==> config.mk <==
export PLATFORM = sky130hd
export DESIGN_NAME = pipelined_prefix_adder
export DESIGN_NICKNAME = d
export VERILOG_FILES = /design/src/rtl/pipelined_prefix_adder.sv
export SDC_FILE = /design/constraint.sdc
export NUM_CORES = 1
export LEC_CHECK = 0
export CAP_MARGIN = 20
export CORE_AREA = 4 4 250 252
export CTS_BUF_LIST = sky130_fd_sc_hd__clkbuf_8 sky130_fd_sc_hd__clkbuf_16
export DETAILED_ROUTE_END_ITERATION = 10
export DIE_AREA = 0 0 254 256
export GPL_TIMING_DRIVEN = 0
export SLEW_MARGIN = 25
export SYNTH_ARGS = -nofsm -noshare
export SYNTH_HDL_FRONTEND = slang
export SYNTH_SLANG_ARGS = --single-unit
==> constraint.sdc <==
create_clock -name clk -period 2 [get_ports clk]
set_clock_uncertainty 0.2 [all_clocks]
set_input_delay 0.6 -clock clk [delete_from_list [all_inputs] [get_ports clk]]
set_output_delay 0.6 -clock clk [all_outputs]
set_load 0.01 [all_outputs]
==> src/rtl/pipelined_prefix_adder.sv <==
// pipelined_prefix_adder
//
// Pipelined Kogge-Stone adder/subtractor with a valid/ready handshake.
// Each operand bit is reduced to a 2-bit carry class (00 kill, 01 propagate,
// 11 generate). The effective carry-in is injected below bit 0 as an extra
// class entry. The prefix tree is split into stages of LEVELS_PER_STAGE
// levels, and every stage is separated by registers. The whole pipeline
// shifts together whenever the output slot is empty or being drained.
//
// Ports:
//   clk, rst_n          clock, asynchronous active-low reset
//   in_valid, in_ready  input handshake (in_ready = pipeline advances)
//   a, b                operands (WIDTH bits)
//   cin                 carry-in, used in add mode only
//   op_sub              0: a + b + cin, 1: a - b
//   tag_in              opaque tag carried alongside the operands
//   out_valid, out_ready output handshake
//   sum, cout, ovf      result, carry out of MSB, signed overflow
//   tag_out             tag of the presented result

module pipelined_prefix_adder #(
    parameter int WIDTH            = 32,
    parameter int LEVELS_PER_STAGE = 1,
    parameter int TAG_W            = 4
) (
    input  logic             clk,
    input  logic             rst_n,
    input  logic             in_valid,
    output logic             in_ready,
    input  logic [WIDTH-1:0] a,
    input  logic [WIDTH-1:0] b,
    input  logic             cin,
    input  logic             op_sub,
    input  logic [TAG_W-1:0] tag_in,
    output logic             out_valid,
    input  logic             out_ready,
    output logic [WIDTH-1:0] sum,
    output logic             cout,
    output logic             ovf,
    output logic [TAG_W-1:0] tag_out
);

    // The injected carry-in occupies entry 0, so the tree spans WIDTH+1 entries.
    localparam int NLEVELS = $clog2(WIDTH + 1);
    localparam int NSTAGES = (NLEVELS + LEVELS_PER_STAGE - 1) / LEVELS_PER_STAGE;

    // Entry j holds the class of bit j-1. After the full tree, entry j is the
    // carry into bit j.
    typedef logic [WIDTH:0][1:0] cls_t;

    cls_t             cls_q [0:NSTAGES];
    logic [WIDTH-1:0] p_q   [0:NSTAGES];
    logic [TAG_W-1:0] tag_q [0:NSTAGES];
    logic             vld_q [0:NSTAGES];

    cls_t             cls_d [1:NSTAGES];
    cls_t             cls0;
    logic [WIDTH-1:0] b_eff;
    logic             c_eff;
    logic [WIDTH:0]   carry;
    logic [WIDTH-1:0] sum_d;
    logic             cout_d;
    logic             ovf_d;
    logic             advance;

    // The higher class wins unless it only propagates, in which case the
    // lower class decides.
    function automatic logic [1:0] combine(input logic [1:0] hi, input logic [1:0] lo);
        return (hi != 2'b01) ? hi : lo;
    endfunction

    // Apply up to LEVELS_PER_STAGE tree levels, starting at level 'first'.
    // Levels beyond the tree depth pass through unchanged. Entries below the
    // span of a level are already complete prefixes, so they also pass through.
    function automatic cls_t apply_levels(input cls_t c, input int first);
        cls_t cur;
        cls_t nxt;
        int   k;
        int   span;
        cur = c;
        for (int l = 0; l < LEVELS_PER_STAGE; l++) begin
            k = first + l;
            if (k < NLEVELS) begin
                span = 1 << k;
                nxt  = cur;
                for (int j = 0; j <= WIDTH; j++) begin
                    if (j >= span) begin
                        nxt[j] = combine(cur[j], cur[j - span]);
                    end
                end
                cur = nxt;
            end
        end
        return cur;
    endfunction

    // The output slot drives the whole pipeline. Every stage moves when the
    // slot is empty or being consumed, so in_ready never depends on in_valid.
    assign advance  = !out_valid || out_ready;
    assign in_ready = advance;

    // Subtraction becomes a + ~b + 1. Each bit's class is {a&b, a|b}, which
    // yields 00/01/11 directly. The carry-in class is either kill or generate.
    always_comb begin
        b_eff   = op_sub ? ~b : b;
        c_eff   = op_sub | cin;
        cls0    = '0;
        cls0[0] = {c_eff, c_eff};
        for (int i = 0; i < WIDTH; i++) begin
            cls0[i+1] = {a[i] & b_eff[i], a[i] | b_eff[i]};
        end
    end

    // Prefix levels between consecutive pipeline registers.
    for (genvar s = 1; s <= NSTAGES; s++) begin : g_stage
        assign cls_d[s] = apply_levels(cls_q[s-1], (s - 1) * LEVELS_PER_STAGE);
    end

    // The fully resolved classes are only 00 or 11, so the upper bit of each
    // entry is the carry into that bit position.
    always_comb begin
        carry = '0;
        for (int j = 0; j <= WIDTH; j++) begin
            carry[j] = cls_q[NSTAGES][j][1];
        end
        sum_d  = p_q[NSTAGES] ^ carry[WIDTH-1:0];
        cout_d = carry[WIDTH];
        ovf_d  = carry[WIDTH-1] ^ carry[WIDTH];
    end

    // Pipeline registers.
    // The result fields only load on a valid result, so they keep their
    // reset values until the first result arrives.
    always_ff @(posedge clk or negedge rst_n) begin
        if (!rst_n) begin
            for (int s = 0; s <= NSTAGES; s++) begin
                cls_q[s] <= '0;
                p_q[s]   <= '0;
                tag_q[s] <= '0;
                vld_q[s] <= 1'b0;
            end
            out_valid <= 1'b0;
            sum       <= '0;
            cout      <= 1'b0;
            ovf       <= 1'b0;
            tag_out   <= '0;
        end else if (advance) begin
            vld_q[0] <= in_valid;
            cls_q[0] <= cls0;
            p_q[0]   <= a ^ b_eff;
            tag_q[0] <= tag_in;
            for (int s = 1; s <= NSTAGES; s++) begin
                vld_q[s] <= vld_q[s-1];
                cls_q[s] <= cls_d[s];
                p_q[s]   <= p_q[s-1];
                tag_q[s] <= tag_q[s-1];
            end
            out_valid <= vld_q[NSTAGES];
            if (vld_q[NSTAGES]) begin
                sum     <= sum_d;
                cout    <= cout_d;
                ovf     <= ovf_d;
                tag_out <= tag_q[NSTAGES];
            end
        end
    end

endmodule

==> metrics.md <==
| Metric | Value |
|---|---|
| Initial DRC Count | ~1400 |
| Setup crit end kind | primary output |
| Pre-Repair DR Iteration Count | 5 |
| Total track usage | 21.9% |
| Worst Path Arrival | 1460 ps |
| Worst Setup EP | in_ready |
| Num CTS Buffers | 70 |
| Sequential area share after synthesis | 61.7% |
| Flop pwr share | between 40% and 50% |
| Port Buf Inserts | around 110 |
| Synth Register Bits | 664 |
| Inst Count DP | 3831 |
| Top Layer Used | met4 |
| Worst Tran Pin Value | 634 ps |
| Synth-to-layout area growth | 17.9% |
| WS Path Type | reg2out |
| I/O Pins | about 110 |
| Fin crit period | 2260 ps |
| Synth warnings | 0 |
| Reg2reg start | out_valid |
| Hold path cells | 2 |
| F_max | 442 MHz |
| Filler-free cell count of the finished design | 3974 |
| Count of final setup violators | 2 |
| Status | finished, violations left |
| ANT nets after route | 0 |
| Area leader, netlist | dfrtp_1 |
| Max-slew violation count | 0 |
| Clock-pin slew on the worst setup and hold paths | 60 ps |
| Max VDD drop | 743 uV |
| CP max FO | 2 |
| R2r setup slk | roughly 20 ps |
| Met3 wire len | roughly 2600 um |
| Final count of hold timing violations | 0 |
| Die Wd | approximately 250 um |
| Average size of a mapped cell | ~9.2 um2 |
| WP data required | 1200 ps |
| Global route overflow | 0 |
| Dpl hpwl | roughly 53000 um |
| Yosys top cell area share | 61.7% |
| Power share of the clock group | 25.5% |
| Nets | 3280 |
| Largest net degree at the start of global routing | 99 |
| Layout cells sized above 1 | 9.56% |
| Die Area | between 60000 and 70000 um2 |
| Hold slack | 258 ps |
| RSZ-0062 raised after global routing | yes |
| Slew HR | between 50% and 60% |
| Routed vias/inst | ~5.0 |
| TritonCTS clock tree | yes |
| Met2 Wirelength | 32600 um |
| N_diodes | 0 |
| Met1 WL | 33100 um |
| GPL Wtd Cong | a little under 0.9 |
| Initial antenna violation count | 0 |
| Static Leak | 15.6 nW |
| Fill cells | 5653 |
| Worst skew pair latency | 590 ps |
| Avg WL per Cell | 17.8 um |
| Startpoint types | flip-flop |
| Critical R2R Capture | cls_q[250] |
| Core area | ~60000 um2 |
| Chip height | 256 um |
| Final core utilization | a little over half |
| Max-Cap Viols | 0 |
| Hold WC Path Type | reg2reg |
| Clock sink count | about 660 |
| Internal power | 32.3 mW |
| Most common cell after layout, fill and taps aside | nand2_1 |
| Largest cells by area after synthesis | dfrtp_1 (62%), nand2_1 (18%), o21ai_0 (6.4%) |
| Min setup slack post-route | -261 ps |
| Yosys cell types | 20 |
| Most frequent cells in the layout | nand2_1 (1302), dfrtp_1 (664), o21ai_0 (342) |
| Post-route clock period utilization | 113% |
| Vias | 19901 |
| Cell Pwr Density | 1590 nW/um2 |
| Root Buffer | clkbuf_16 |
| Post-Synthesis Cells | 2929 |
| WL final | just over 70000 um |
| Net Sw Power | 18.2 mW |
| Initial Util | 44.8% |
| DRC Markers | 0 |
| First-pass GRT wire length | about 110000 um |
| Violated checks | setup timing |
| Tot Pwr | just over 50 mW |
| Setup TNS | -310 ps |
| Net Sw Frac | a little over a third |
| H-tree lvl count | 3 |
| Worst Setup SP | out_valid |
| Post-Syn Nets | 3067 |
| Vias in the first global route | about 20000 |
| Row cnt | 90 |
| Mapped Area | 26900 um2 |
| Logic pwr share | 26.0% |
| Max Root-Sink Buffers | 3 |
| FF-to-FF path depth | 6 |
-- per-stage QoR --
step	area [um2]	worst slack (ps)
3_5_place_dp	29300	-1410
6_report	31800	-261
5_1_grt	31800	-328
3_3_place_gp	29000	-28280
4_1_cts	31600	-322
2_1_floorplan	26900	69.7
-- per-layer routing --
metal  GRT usage [%]  up-vias
met5               0        -
met4            7.71        0
met3            2.54       92
met2            35.1      431
met1            31.1     9585
li1                -     9793
-- power groups by stage --
stage               Clock [mW]  Combinational (mW)  Sequential (mW)
floorplan                    0                8.54             22.8
global placement             0                12.7             24.6
detailed placement           0                13.1             24.7
CTS                       13.1                13.1             24.5
global route              13.7                15.1             25.2
finish                    12.9                13.1             24.5
-- synthesized netlist by cell type --
cell type	number
ha_1	64
xnor2_1	65
clkbuf_1	47
mux2_2	1
nor2b_2	1
buf_2	93
mux2_4	3
nor2_1	32
inv_2	1
o21ai_0	342
buf_4	8
a21oi_1	233
buf_1	5
and2_4	1
nand2_1	1302
buf_6	1
dfrtp_1	664
nand2b_1	1
mux2_1	1
inv_1	64
-- registers in the layout, summed over array words and instances, names as in the netlist --
signal,flops
ovf,1
vld_q,7
cls_d,63
sum,32
cls_q,271
cout,1
p_q,224
carry,32
out_valid,1
tag_q,28
tag_out,4
-- worst max-delay path, cell delays in order (launching register included) --
cell,delay [ps]
dfrtp_1,340
nor2b_4,200
inv_2,70
buf_12,140
buf_6,120
-- cells by family (layout without fill, tap and decap cells) --
kind of cell    Yosys count  after routing  share of synthesized area (%)
compound gates          575            575                           10.7
mux                       5              5                          0.251
fa+ha+maj                64             64                           2.97
simple gates           1337           1337                           18.7
buf+inv                 219            482                           3.62
flops                   664            664                           61.7
xor+xnor                 65             65                           2.11
-- layout make-up --
| cell class | count | area, um2 | share of cell area, % |
|---|---|---|---|
| clock inverter | 34 | 269 | 0.847 |
| inverter | 65 | 244 | 0.768 |
| clock buffer | 88 | 2040 | 6.44 |
| tap | 782 | 978 | 3.08 |
| buffer | 153 | 880 | 2.77 |
| timing repair buffer | 142 | 1380 | 4.34 |
| multi-input combinational | 2046 | 9350 | 29.4 |
| sequential | 664 | 16600 | 52.3 |
-- worst min-delay path by stage --
stage / from / endpoint / slack (ps)
global placement: tag_q[3] / tag_q[3] / 250
CTS: p_q[191] / p_q[159] / 260
finish: p_q[191] / p_q[159] / 260
floorplan: rst_n / carry[10] / 100
detailed placement: cls_d[29] / cls_d[29] / 260
global route: p_q[195] / p_q[195] / 280
-- timing repair --
item,CTS,global route
hold buffers,2,1
gates cloned,0,4
setup buffers,14,2
endpoints found under the setup margin,408,260
hold endpoints to repair,30,110
resized for setup,172,81
No activity file was read; power rests on OpenSTA's default activity.
==> RTL edit: new RTL, same settings <==
Make the reset (`rst_n`) synchronous in one clocked block. Comments in the files are not updated.
--- a/src/rtl/pipelined_prefix_adder.sv
+++ b/src/rtl/pipelined_prefix_adder.sv
@@ -133,3 +133,3 @@
     // reset values until the first result arrives.
-    always_ff @(posedge clk or negedge rst_n) begin
+    always_ff @(posedge clk) begin
         if (!rst_n) begin
Behaviour: same outputs for any inputs over 4 cycles, from zero or initial values and one cycle with rst_n low; that may be too few to reach the edited logic, so the function may still have changed.
==> RTL edit against the original RTL <==
Sequential cell count did not move. Register-to-register slack got worse by 0.07 ns. Largest cell class unchanged. Worst setup slack got worse by 0.11 ns. Fmax fell by 4.8%. Final area rose by 0.25%. Routed wire length fell by 17%. Synthesized area fell by 0.48%. The run still ends with negative setup slack left.
Power is not compared: it rests on default switching activity, and its combinational part moved more than twofold at a synthesized area within 25%.
==> RTL edit: results (changes against the original RTL) <==
grt:
  first_global_vias: 15100  # -25%
  grt_util_all_layers_pct: 17.9  # -4.0 points
  antenna_found_initial: 1  # +1
  grt_pass1_wl_um: 89000  # -21%
routing:
  drt_wl_total_um: 58900  # -17%
  wl_per_cell_um: 19.7  # +11%
  detail_route.vias_per_cell: 5.07  # +1.3%
  drt_iter0_drc: 1201  # -12%
logic_synthesis:
  avgSynthCellArea_um2: 13.8  # +50%
  ys_warn_count: 0  # unchanged
  ys_top_cells_by_count: "edfxtp_1, and3_1, nor2_1"
  yosys.cell_types.count: 29  # +45%
  synthTopCellsByArea: "edfxtp_1, and3_1, nor2_1"
  synth_edf_count: 620  # +620
  synth.yosys.seq_area_share_pct: 72.7  # +11 points
  yosysMostFrequentCell: "edfxtp_1"
  synthesis.nets: 2078  # -32%
placed_design:
  place_congestion: 0.822  # -6.1%
  io_buffers: 111  # -0.89%
  place_inst: 2839  # -26%
  dpl.hpwl_um: 41100  # -23%
  pre_cts_slack_ns: -1.34  # +0.0712 ns
  place_area_um2: 29100  # -0.50%
final_layout:
  drive_above_1_share_pct: 11.1  # +1.5 points
  final_nets: 2296  # -30%
timing:
  max_slew_margin_pct: 49.8  # -7.9 points
  fin_tns_setup_ns: -2.42  # -2.11 ns
  finalWorstSetupSlack_ns: -0.375  # -0.113 ns
  setup-violations-final: 69  # +67
  fin_hold_ws_ns: 0.257  # -0.000242 ns
setup_path:
  reg2reg_from: "out_valid"
  slowest_stage: "dfxtp_2"
  crit_fanout: 4  # +2
  r2r-end: "p_q[1][27]"
  max_stage_delay_ns: 0.32  # -0.02 ns
outcome:
  outcome: "finished with violations"
  violations: "negative setup slack"
hold_path:
  min_to: "vld_q[1]"
  hold_path.startpoint: "vld_q[1]"
RTL edit: changes by cell type in the layout (fill, tap and decap cells not counted), sizes merged, moves of 63 or more:
cell	delta
nand2	-1277
dfrtp	-664
edfxtp	+620
and3	+280
nor2	+239
o21ai	-239
a21oi	-98
and2	+69
buf	-63
RTL edit: repair_timing:
item / in CTS / in global routing
setup buffers: 16 / 1
pin swaps: 1 / 1
resized for setup: 154 / 48
gates cloned: 11 / 2
endpoints found under the setup margin: 906 / 174
RTL edit: power groups by stage:
stage / combinational [uW] / sequential, uW / clock, uW
floorplan: 656 / 15900 / 0
global placement: 1210 / 16000 / 0
detailed placement: 1230 / 16000 / 0
CTS: 1250 / 15700 / 12400
global route: 1360 / 15700 / 13000
finish: 1220 / 15700 / 12200
RTL edit: layout make-up:
class	instances	area, um2	share of cell area [%]
buffer	122	729	2.29
sequential	664	19500	61.3
multi-input combinational	1092	6530	20.5
tap	782	978	3.07
timing repair buffer	144	1670	5.24
clock inverter	44	290	0.912
inverter	65	251	0.790
clock buffer	76	1870	5.87
RTL edit: critical path: cells and delay by family, from the launching register on:
family,cells,cell delay (ns)
flip-flops,1,0.32
AND/OR/NAND/NOR,1,0.13
buffers and inverters,5,0.53
RTL edit: logic make-up after synthesis:
family / share of synthesized area [%]
muxes: 0.187
and+or+nand+nor: 13.0
xor gates and xnor gates: 2.12
DFF: 72.7
adders and majority gates: 2.99
buffers and inverters: 3.17
AOI/OAI and AO/OA: 5.84
RTL edit: layer usage:
layer / GRT usage [%] / vias to the layer above / wire [um]
met2: 29.7 / 312 / 28600
met3: 2.40 / 83 / 2230
met5: 0 / - / 0
met1: 24.8 / 7313 / 26700
li1: - / 7452 / -
met4: 5.49 / 0 / 1360
